`src/rtl/pc_fetch_pkg.sv`:
```
// Shared definitions for the PC fetch unit.
//   fetch_state_e   : top-level fetch state (RUN, HALTED, ERROR)
//   NOP_INSTR       : default bubble instruction (addi x0,x0,0)
//   is_legal_target : redirect target check (word alignment + fits in PC_W bits)
package pc_fetch_pkg;

    typedef enum logic [1:0] {
        RUN    = 2'd0,
        HALTED = 2'd1,
        ERROR  = 2'd2
    } fetch_state_e;

    localparam logic [31:0] NOP_INSTR = 32'h0000_0013;

    // Legal when word aligned and every bit at or above pc_w is zero.
    function automatic logic is_legal_target(input logic [31:0] br_pc,
                                             input int unsigned pc_w);
        logic [31:0] high_mask;
        high_mask = 32'hFFFF_FFFF << pc_w;
        return (br_pc[1:0] == 2'b00) && ((br_pc & high_mask) == 32'h0);
    endfunction

endpackage

```
`src/rtl/pc_fetch_unit_if_id_reg.sv`:
```
// IF/ID pipeline register with hold and flush.
// Ports:
//   clk, reset     : clock, asynchronous active-high reset
//   en             : load pc/instr and mark the entry valid
//   flush          : load a bubble (pc=0, NOP, valid=0); wins over en
//   pc, instr      : incoming fetch PC (zero-extended) and instruction word
//   q_pc, q_instr  : registered PC and instruction
//   q_valid        : registered valid bit
module if_id_reg #(
    parameter logic [31:0] NOP_INSTR = 32'h0000_0013
) (
    input  logic        clk,
    input  logic        reset,
    input  logic        en,
    input  logic        flush,
    input  logic [31:0] pc,
    input  logic [31:0] instr,
    output logic [31:0] q_pc,
    output logic [31:0] q_instr,
    output logic        q_valid
);

    always_ff @(posedge clk or posedge reset) begin
        if (reset) begin
            q_pc    <= 32'h0;
            q_instr <= NOP_INSTR;
            q_valid <= 1'b0;
        end else if (flush) begin
            q_pc    <= 32'h0;
            q_instr <= NOP_INSTR;
            q_valid <= 1'b0;
        end else if (en) begin
            q_pc    <= pc;
            q_instr <= instr;
            q_valid <= 1'b1;
        end
    end

endmodule

```
`src/rtl/pc_fetch_unit.sv`:
```
// PC fetch unit: owns the PC, addresses instruction memory and loads IF/ID.
// Handles taken-branch redirects (with wrong-path squash), halt, stall and
// traps on illegal redirect targets.
// Ports:
//   clk, reset   : clock, asynchronous active-high reset
//   stall        : hold PC and IF/ID
//   pc_sel       : redirect request, target on br_pc
//   br_pc        : redirect target
//   halt         : halt request
//   inst_rdata   : instruction memory read data for inst_addr
//   inst_addr    : current PC
//   if_id_pc     : PC of the IF/ID instruction, zero-extended
//   if_id_instr  : IF/ID instruction
//   if_id_valid  : IF/ID holds a real instruction
//   flush_id_ex  : one-cycle pulse after a redirect edge
//   halted       : HALTED or ERROR
//   trap         : ERROR (sticky until reset)
//   fetch_count  : valid instructions loaded into IF/ID
module pc_fetch_unit #(
    parameter int unsigned       PC_W      = 9,
    parameter logic [PC_W-1:0]   RESET_PC  = '0,
    parameter logic [31:0]       NOP_INSTR = pc_fetch_pkg::NOP_INSTR
) (
    input  logic             clk,
    input  logic             reset,
    input  logic             stall,
    input  logic             pc_sel,
    input  logic [31:0]      br_pc,
    input  logic             halt,
    input  logic [31:0]      inst_rdata,
    output logic [PC_W-1:0]  inst_addr,
    output logic [31:0]      if_id_pc,
    output logic [31:0]      if_id_instr,
    output logic             if_id_valid,
    output logic             flush_id_ex,
    output logic             halted,
    output logic             trap,
    output logic [31:0]      fetch_count
);

    import pc_fetch_pkg::*;

    fetch_state_e    state_q, state_d;
    logic [PC_W-1:0] pc_q, pc_d;
    logic [31:0]     count_q, count_d;
    logic            flush_q, flush_d;
    logic            ifid_en;
    logic            ifid_flush;
    logic            target_ok;

    assign target_ok = is_legal_target(br_pc, PC_W);

    always_comb begin
        state_d    = state_q;
        pc_d       = pc_q;
        count_d    = count_q;
        flush_d    = 1'b0;
        ifid_en    = 1'b0;
        ifid_flush = 1'b0;
        case (state_q)
            RUN: begin
                if (pc_sel) begin
                    // Redirect beats halt and stall; the wrong-path fetch is squashed.
                    ifid_flush = 1'b1;
                    flush_d    = 1'b1;
                    if (target_ok) begin
                        pc_d = br_pc[PC_W-1:0];
                    end else begin
                        state_d = ERROR;
                    end
                end else if (halt) begin
                    state_d    = HALTED;
                    ifid_flush = 1'b1;
                end else if (!stall) begin
                    pc_d    = pc_q + PC_W'(4);
                    ifid_en = 1'b1;
                    count_d = count_q + 32'd1;
                end
            end
            default: begin
                // HALTED / ERROR: everything frozen until reset.
            end
        endcase
    end

    always_ff @(posedge clk or posedge reset) begin
        if (reset) begin
            state_q <= RUN;
            pc_q    <= RESET_PC;
            count_q <= 32'h0;
            flush_q <= 1'b0;
        end else begin
            state_q <= state_d;
            pc_q    <= pc_d;
            count_q <= count_d;
            flush_q <= flush_d;
        end
    end

    if_id_reg #(
        .NOP_INSTR (NOP_INSTR)
    ) u_if_id_reg (
        .clk     (clk),
        .reset   (reset),
        .en      (ifid_en),
        .flush   (ifid_flush),
        .pc      (32'(pc_q)),
        .instr   (inst_rdata),
        .q_pc    (if_id_pc),
        .q_instr (if_id_instr),
        .q_valid (if_id_valid)
    );

    assign inst_addr   = pc_q;
    assign flush_id_ex = flush_q;
    assign halted      = (state_q != RUN);
    assign trap        = (state_q == ERROR);
    assign fetch_count = count_q;

endmodule

```
`config.mk`:
```
export PLATFORM = sky130hd
export DESIGN_NAME = pc_fetch_unit
export DESIGN_NICKNAME = d
export VERILOG_FILES = /design/src/rtl/pc_fetch_pkg.sv /design/src/rtl/pc_fetch_unit_if_id_reg.sv /design/src/rtl/pc_fetch_unit.sv
export SDC_FILE = /design/constraint.sdc
export NUM_CORES = 1
export LEC_CHECK = 0
export ABC_CLOCK_PERIOD_IN_PS = 2570
export BUFFER_PORTS_ARGS = -buffer_cell sky130_fd_sc_hd__clkbuf_2
export CAP_MARGIN = 20
export CORE_MARGIN = 2
export CORE_UTILIZATION = 40
export DETAILED_ROUTE_END_ITERATION = 8
export GPL_TIMING_DRIVEN = 0
export PLACE_DENSITY_LB_ADDON = 0.3
export SLEW_MARGIN = 30
export SYNTH_ARGS = -nofsm -noshare
export SYNTH_HDL_FRONTEND = slang
export SYNTH_SLANG_ARGS = --single-unit
export TNS_END_PERCENT = 50
```
`constraint.sdc`:
```
create_clock -name clk -period 2.57 [get_ports clk]
set_input_delay 0.514 -clock clk [delete_from_list [all_inputs] [get_ports clk]]
set_output_delay 0.514 -clock clk [all_outputs]
set_load 0.005 [all_outputs]
```
==> results_dict.tcl, run 1 <==
set metrics [dict create \
    status "completed" \
    path_cells "nor2_1, o21ai_0, nor4_2, nor2_1, mux2_2" \
    synthTopCellsByCount "83 x dfrtp_1, 36 x a22o_1, 28 x nand2_1, 24 x buf_4, 21 x xnor2_1" \
    power_w 0.00342 \
    skew_ns 0.00766 \
    drive_above_1_share 0.403 \
    synth_ff_type "dfrtp_1" \
    crit_type "flop to flop" \
    slew_headroom 0.609 \
    ir_drop_mv 0.310 \
    num_vias 3086 \
    die_h_um 101 \
    finalCritPeriodShare 0.850 \
    port-buffer-count 154 \
    grt_max_degree 28 \
    hpwl_mm 6.92 \
    slowest_stage "nor4_2" \
    synth_cells 328 \
    seq_area_frac_synth 0.568 \
    clock_latency_ns 0.34 \
    grt_util_all_layers 0.180 \
    cts_inserted_buffers 9 \
    r2r-start "state_q[1]" \
    crit_fanout 6 \
    slowest_delay_ns 0.61 \
    cts_resized 0 \
    yosys.area.top_type "dfrtp_1" \
    globalRouteOverflowTotal 0 \
    r2r-end "inst_addr[6]" \
    final_nets 589 \
    root_buffer "clkbuf_8" \
    crit_path_start_kind "flop" \
    synthArstFlopShare 1.00 \
    syn2layout_area_growth_pct 34.0 \
    cts_hold_buffers 0 \
    arrival_ns 2.41 \
    die-area_mm2 0.0103 \
    crit_path_frequent_cell "nor2_1" \
    r2r_slack_ns 0.39 \
    ys_seq_elements 86 \
    grt_pass1_vias 3049 \
    crit_path_start "state_q[1]" \
    synth-edff-count 0 \
    routed_via_density 4.73 \
    clk_path_buf_depth 2 \
    synth_top_area_share 0.547 \
    grt_pass1_wl_mm 14.6 \
    clkTransAtPathRegs_ns 0.09 \
    yosysUniqueCellTypes 42 \
    setup-tns-final_ns 0 \
    critPathCaptureType "flop" \
    detail-route-antenna-nets 0 \
    antennaDiodeCount 0 \
    gp_congestion 0.816 \
    h-tree-depth 3 \
    initial_core_util 0.411 \
    cp.required_ns 2.80 \
    die_x_um 101 \
    wirelength_mm 8.90 \
    first_pass_iters 4 \
    wire_per_inst_um 13.7 \
    rsz0062_at_grt "false" \
    tightest_slew_ns 0.581 \
    drt_iter0_drc 91 \
    drc 0 \
    drv_slew 0 \
    power.density_mw_per_mm2 672 \
    synth_most_common_cell "dfrtp_1" \
    p_leak_nw 2.71 \
    ys.warnings.count 0 \
    ys_top_cells_by_area "dfrtp_1 55%, a22o_1 8.3%, xnor2_1 4.8%" \
    synth_area_mm2 0.00379 \
    report.final.setup_viol 0 \
    r2r_cells 5 \
    pin_count 178 \
    post_cts_buffers 0 \
    hold_violations 0 \
    fin_crit_ns 2.18 \
    fmax_ghz 0.458 \
    syn_area_per_cell_um2 11.6 \
    grt_antenna_before_repair 0 \
    maxCapViolCount 0 \
    hp-class "input port to asynchronous set/reset pin" \
    core-area_mm2 0.00924 \
    rows 35 \
    cts_tree "yes" \
    cts_sinks 86 \
]
-- final cells by class --
type,count,area [µm²]
buffer,33,214
timing repair buffer,157,838
multi-input combinational,222,1480
tap,129,161
clock inverter,5,58.8
inverter,9,37.5
fill,843,4160
clock buffer,11,141
sequential,86,2160
-- cell usage in the layout (no fill, tap or decap), types with 8 or more instances in the layout --
cell type / instances
nand2_1: 28
inv_1: 8
clkbuf_2: 154
dfrtp_1: 83
nor2_1: 19
xnor2_1: 21
nand3_1: 10
nand4_1: 10
conb_1: 23
clkbuf_1: 9
clkbuf_8: 10
buf_4: 24
a22o_1: 36
xor2_1: 13
-- critical path: cells and delay by family (launching register included) --
family	cells	cell delay, ns
compound gates	1	0.23
flops	1	0.42
mux	1	0.32
simple gates	3	1.09
-- through the flow --
stage               hold WS [ns]  utilization  instances  instance area (µm²)  setup WS [ns]
finish                     0.128        0.550        652                 5080          0.386
global route               0.124        0.550        652                 5080          0.106
CTS                        0.115        0.550        652                 5080          0.210
detailed placement         0.459        0.528        636                 4880         0.0320
global placement           0.457        0.521        633                 4810         0.0360
floorplan                  0.465            -        350                 3880          0.544
-- power by group --
| part | total [W] | switching [W] | internal, W |
|---|---|---|---|
| Clock | 0.000942 | 0.000466 | 0.000476 |
| Sequential | 0.00176 | 0.000180 | 0.00158 |
| Combinational | 0.000711 | 0.000296 | 0.000415 |
-- logic make-up (layout without fill, tap and decap cells) --
| logic type | after synthesis | count (layout) | share of synthesized area |
|---|---|---|---|
| adders and majority gates | 2 | 2 | 0.00660 |
| muxes | 7 | 7 | 0.0204 |
| and+or+nand+nor | 101 | 101 | 0.142 |
| other | 1 | 23 | 0.000988 |
| buffers and inverters | 42 | 215 | 0.0653 |
| AOI/OAI and AO/OA | 55 | 55 | 0.118 |
| DFF | 86 | 86 | 0.568 |
| xor gates and xnor gates | 34 | 34 | 0.0785 |
-- layer usage --
| layer | global-route usage | wire (µm) | vias up |
|---|---|---|---|
| met5 | 0 | 0 | - |
| met4 | 0.0613 | 62 | 0 |
| met3 | 0.0421 | 619 | 6 |
| met2 | 0.296 | 4390 | 104 |
| met1 | 0.233 | 3820 | 1485 |
| li1 | - | - | 1491 |
-- worst max-delay path by stage --
| stage | to | slack [ns] | cells past startpoint |
|---|---|---|---|
| after detailed placement | inst_addr[7] | 0.03 | 7 |
| after global routing | inst_addr[6] | 0.11 | 5 |
| after global placement | inst_addr[3] | 0.04 | 7 |
| after CTS | inst_addr[8] | 0.21 | 6 |
| after floorplan | inst_addr[3] | 0.54 | 6 |
| final | inst_addr[6] | 0.39 | 5 |
-- flip-flops by register name, summed over array words and instances (netlist names) --
name,flops
u_if_id_reg.q_pc,9
u_if_id_reg.q_instr,32
state_q,2
u_if_id_reg.q_valid,1
fetch_count,32
flush_id_ex,1
inst_addr,9
No activity file was read; power rests on OpenSTA's default activity.
==> run 2: changes to the inputs <==
--- a/config.mk
+++ b/config.mk
@@ -5,7 +5,7 @@
 export SDC_FILE = /design/constraint.sdc
 export NUM_CORES = 1
 export LEC_CHECK = 0
-export ABC_CLOCK_PERIOD_IN_PS = 2570
+export ABC_CLOCK_PERIOD_IN_PS = 2100
 export BUFFER_PORTS_ARGS = -buffer_cell sky130_fd_sc_hd__clkbuf_2
 export CAP_MARGIN = 20
 export CORE_MARGIN = 2
==> constraint.sdc (replaced) <==
create_clock -name clk -period 2.1 [get_ports clk]
set_input_delay 0.42 -clock clk [delete_from_list [all_inputs] [get_ports clk]]
set_output_delay 0.42 -clock clk [all_outputs]
set_load 0.005 [all_outputs]
==> results_dict.tcl, run 2 (synthesis results as in run 1) <==
set metrics [dict create \
    cts_tree "yes" \
    crit_path_start_kind "flop" \
    crit_fanout 5 \
    cts_sinks 86 \
    fin_crit_ns 2.00 \
    cp.required_ns 2.37 \
    root_buffer "clkbuf_8" \
    grt_max_degree 28 \
    first_pass_iters 5 \
    wirelength_mm 8.95 \
    grt_pass1_vias 3059 \
    syn2layout_area_growth_pct 35.0 \
    skew_ns 0.00730 \
    detail-route-antenna-nets 0 \
    fmax_ghz 0.500 \
    drc 0 \
    core-area_mm2 0.00924 \
    grt_pass1_wl_mm 14.7 \
    initial_core_util 0.411 \
    clk_path_buf_depth 2 \
    power.density_mw_per_mm2 817 \
    final_nets 591 \
    final_util 0.554 \
    globalRouteOverflowTotal 0 \
    critPathCaptureType "flop" \
    routed_via_density 4.74 \
    rsz0062_at_grt "true" \
    die_x_um 101 \
    hpwl_mm 6.92 \
    ir_drop_mv 0.380 \
    grt_antenna_before_repair 0 \
    h-tree-depth 3 \
    gp_congestion 0.816 \
    arrival_ns 2.27 \
    hold_violations 0 \
    met2WireLength_mm 4.41 \
    pin_count 178 \
    post-place-cells 636 \
    die-area_mm2 0.0103 \
    port-buffer-count 154 \
    rows 35 \
    layout_commonest_cell "clkbuf_2" \
    die_h_um 101 \
    drive_above_1_share 0.417 \
    report.final.setup_viol 0 \
    r2r_cells 5 \
    cts_inserted_buffers 9 \
    wl_met3_um 634 \
    crit_type "flop to flop" \
    wl_met1_mm 3.85 \
    clock_latency_ns 0.34 \
    wire_per_inst_um 13.7 \
    status "completed" \
    clkTransAtPathRegs_ns 0.09 \
    top_layer "met4" \
    final_cells 654 \
    num-fill-cells 837 \
    cts_hold_buffers 0 \
    p_leak_nw 2.75 \
    finalCritPeriodShare 0.953 \
    num_vias 3099 \
    grt_util_all_layers 0.180 \
    hp-class "input port to asynchronous set/reset pin" \
    antennaDiodeCount 0 \
    layout_common_cells "158 x clkbuf_2, 83 x dfrtp_1, 36 x a22o_1, 28 x nand2_1, 26 x buf_4" \
    drt_iter0_drc 87 \
    drv_slew 0 \
    maxCapViolCount 0 \
]
## run 2: cell count changes in the layout (fill, tap and decap cells not counted), sizes merged
cell	change
buf	+2
## run 2: layout make-up
class / count / area (µm²) / share of cell area
flip-flops and latches: 86 / 2160 / 0.421
clock buffers: 11 / 141 / 0.0276
well taps: 129 / 161 / 0.0315
clock inverters: 5 / 58.8 / 0.0115
repair buffers: 159 / 853 / 0.167
inverters: 9 / 37.5 / 0.00733
multi-input cells: 222 / 1490 / 0.292
plain buffers: 33 / 219 / 0.0428
## run 2: what timing repair did
action / CTS / global route
setup buffers: 0 / 2
setup endpoints to repair: 42 / 42
gates cloned: 0 / 0
pin swaps: 0 / 3
hold endpoints to repair: 0 / 0
gates resized for setup: 3 / 9
## run 2: final timing paths
path | start | end | slack (ns)
max reg2reg | fetch_count[2] | fetch_count[31] | 0.1
min reg2reg | fetch_count[31] | fetch_count[31] | 0.47
max in group asynchronous | reset | u_if_id_reg.q_instr[0] | 1.36
min in group clk | inst_rdata[21] | u_if_id_reg.q_instr[21] | 0.29
max | fetch_count[2] | fetch_count[31] | 0.1
min | reset | u_if_id_reg.q_instr[18] | 0.04
## run 2: where the power goes
| group | switching (W) | total, W | internal [W] | leakage [nW] |
|---|---|---|---|---|
| Sequential | 0.000223 | 0.00216 | 0.00194 | 1.15 |
| Clock | 0.000567 | 0.00115 | 0.000583 | 0.0955 |
| Combinational | 0.000364 | 0.000873 | 0.000508 | 1.50 |
| Total | 0.00115 | 0.00418 | 0.00303 | 2.75 |
## run 2: stage by stage
stage | hold slack (ns) | TNS, ns | instance area (µm²) | power [W] | setup slack, ns
finish | 0.0361 | 0 | 5120 | 0.00418 | 0.0989
global placement | 0.457 | -6.50 | 4810 | 0.00303 | -0.340
floorplan | 0.465 | 0 | 3880 | 0.00258 | 0.168
CTS | 0.0215 | 0 | 5090 | 0.00424 | 0.0398
global route | 0.0298 | -0.00336 | 5120 | 0.00444 | -0.00336
detailed placement | 0.409 | -6.48 | 4880 | 0.00307 | -0.344
## run 2: routing by layer
layer,vias up,GRT usage
met5,-,0
met4,0,0.0613
met3,6,0.0421
met2,110,0.299
met1,1483,0.234
li1,1500,-
## run 2: worst max-delay path, cell delays in order, from the launching register on
cell     delay, ns
dfrtp_1       0.39
or4b_4        0.50
nor4_4        0.31
nand3_1       0.27
nor3b_1       0.30
xor2_1        0.16
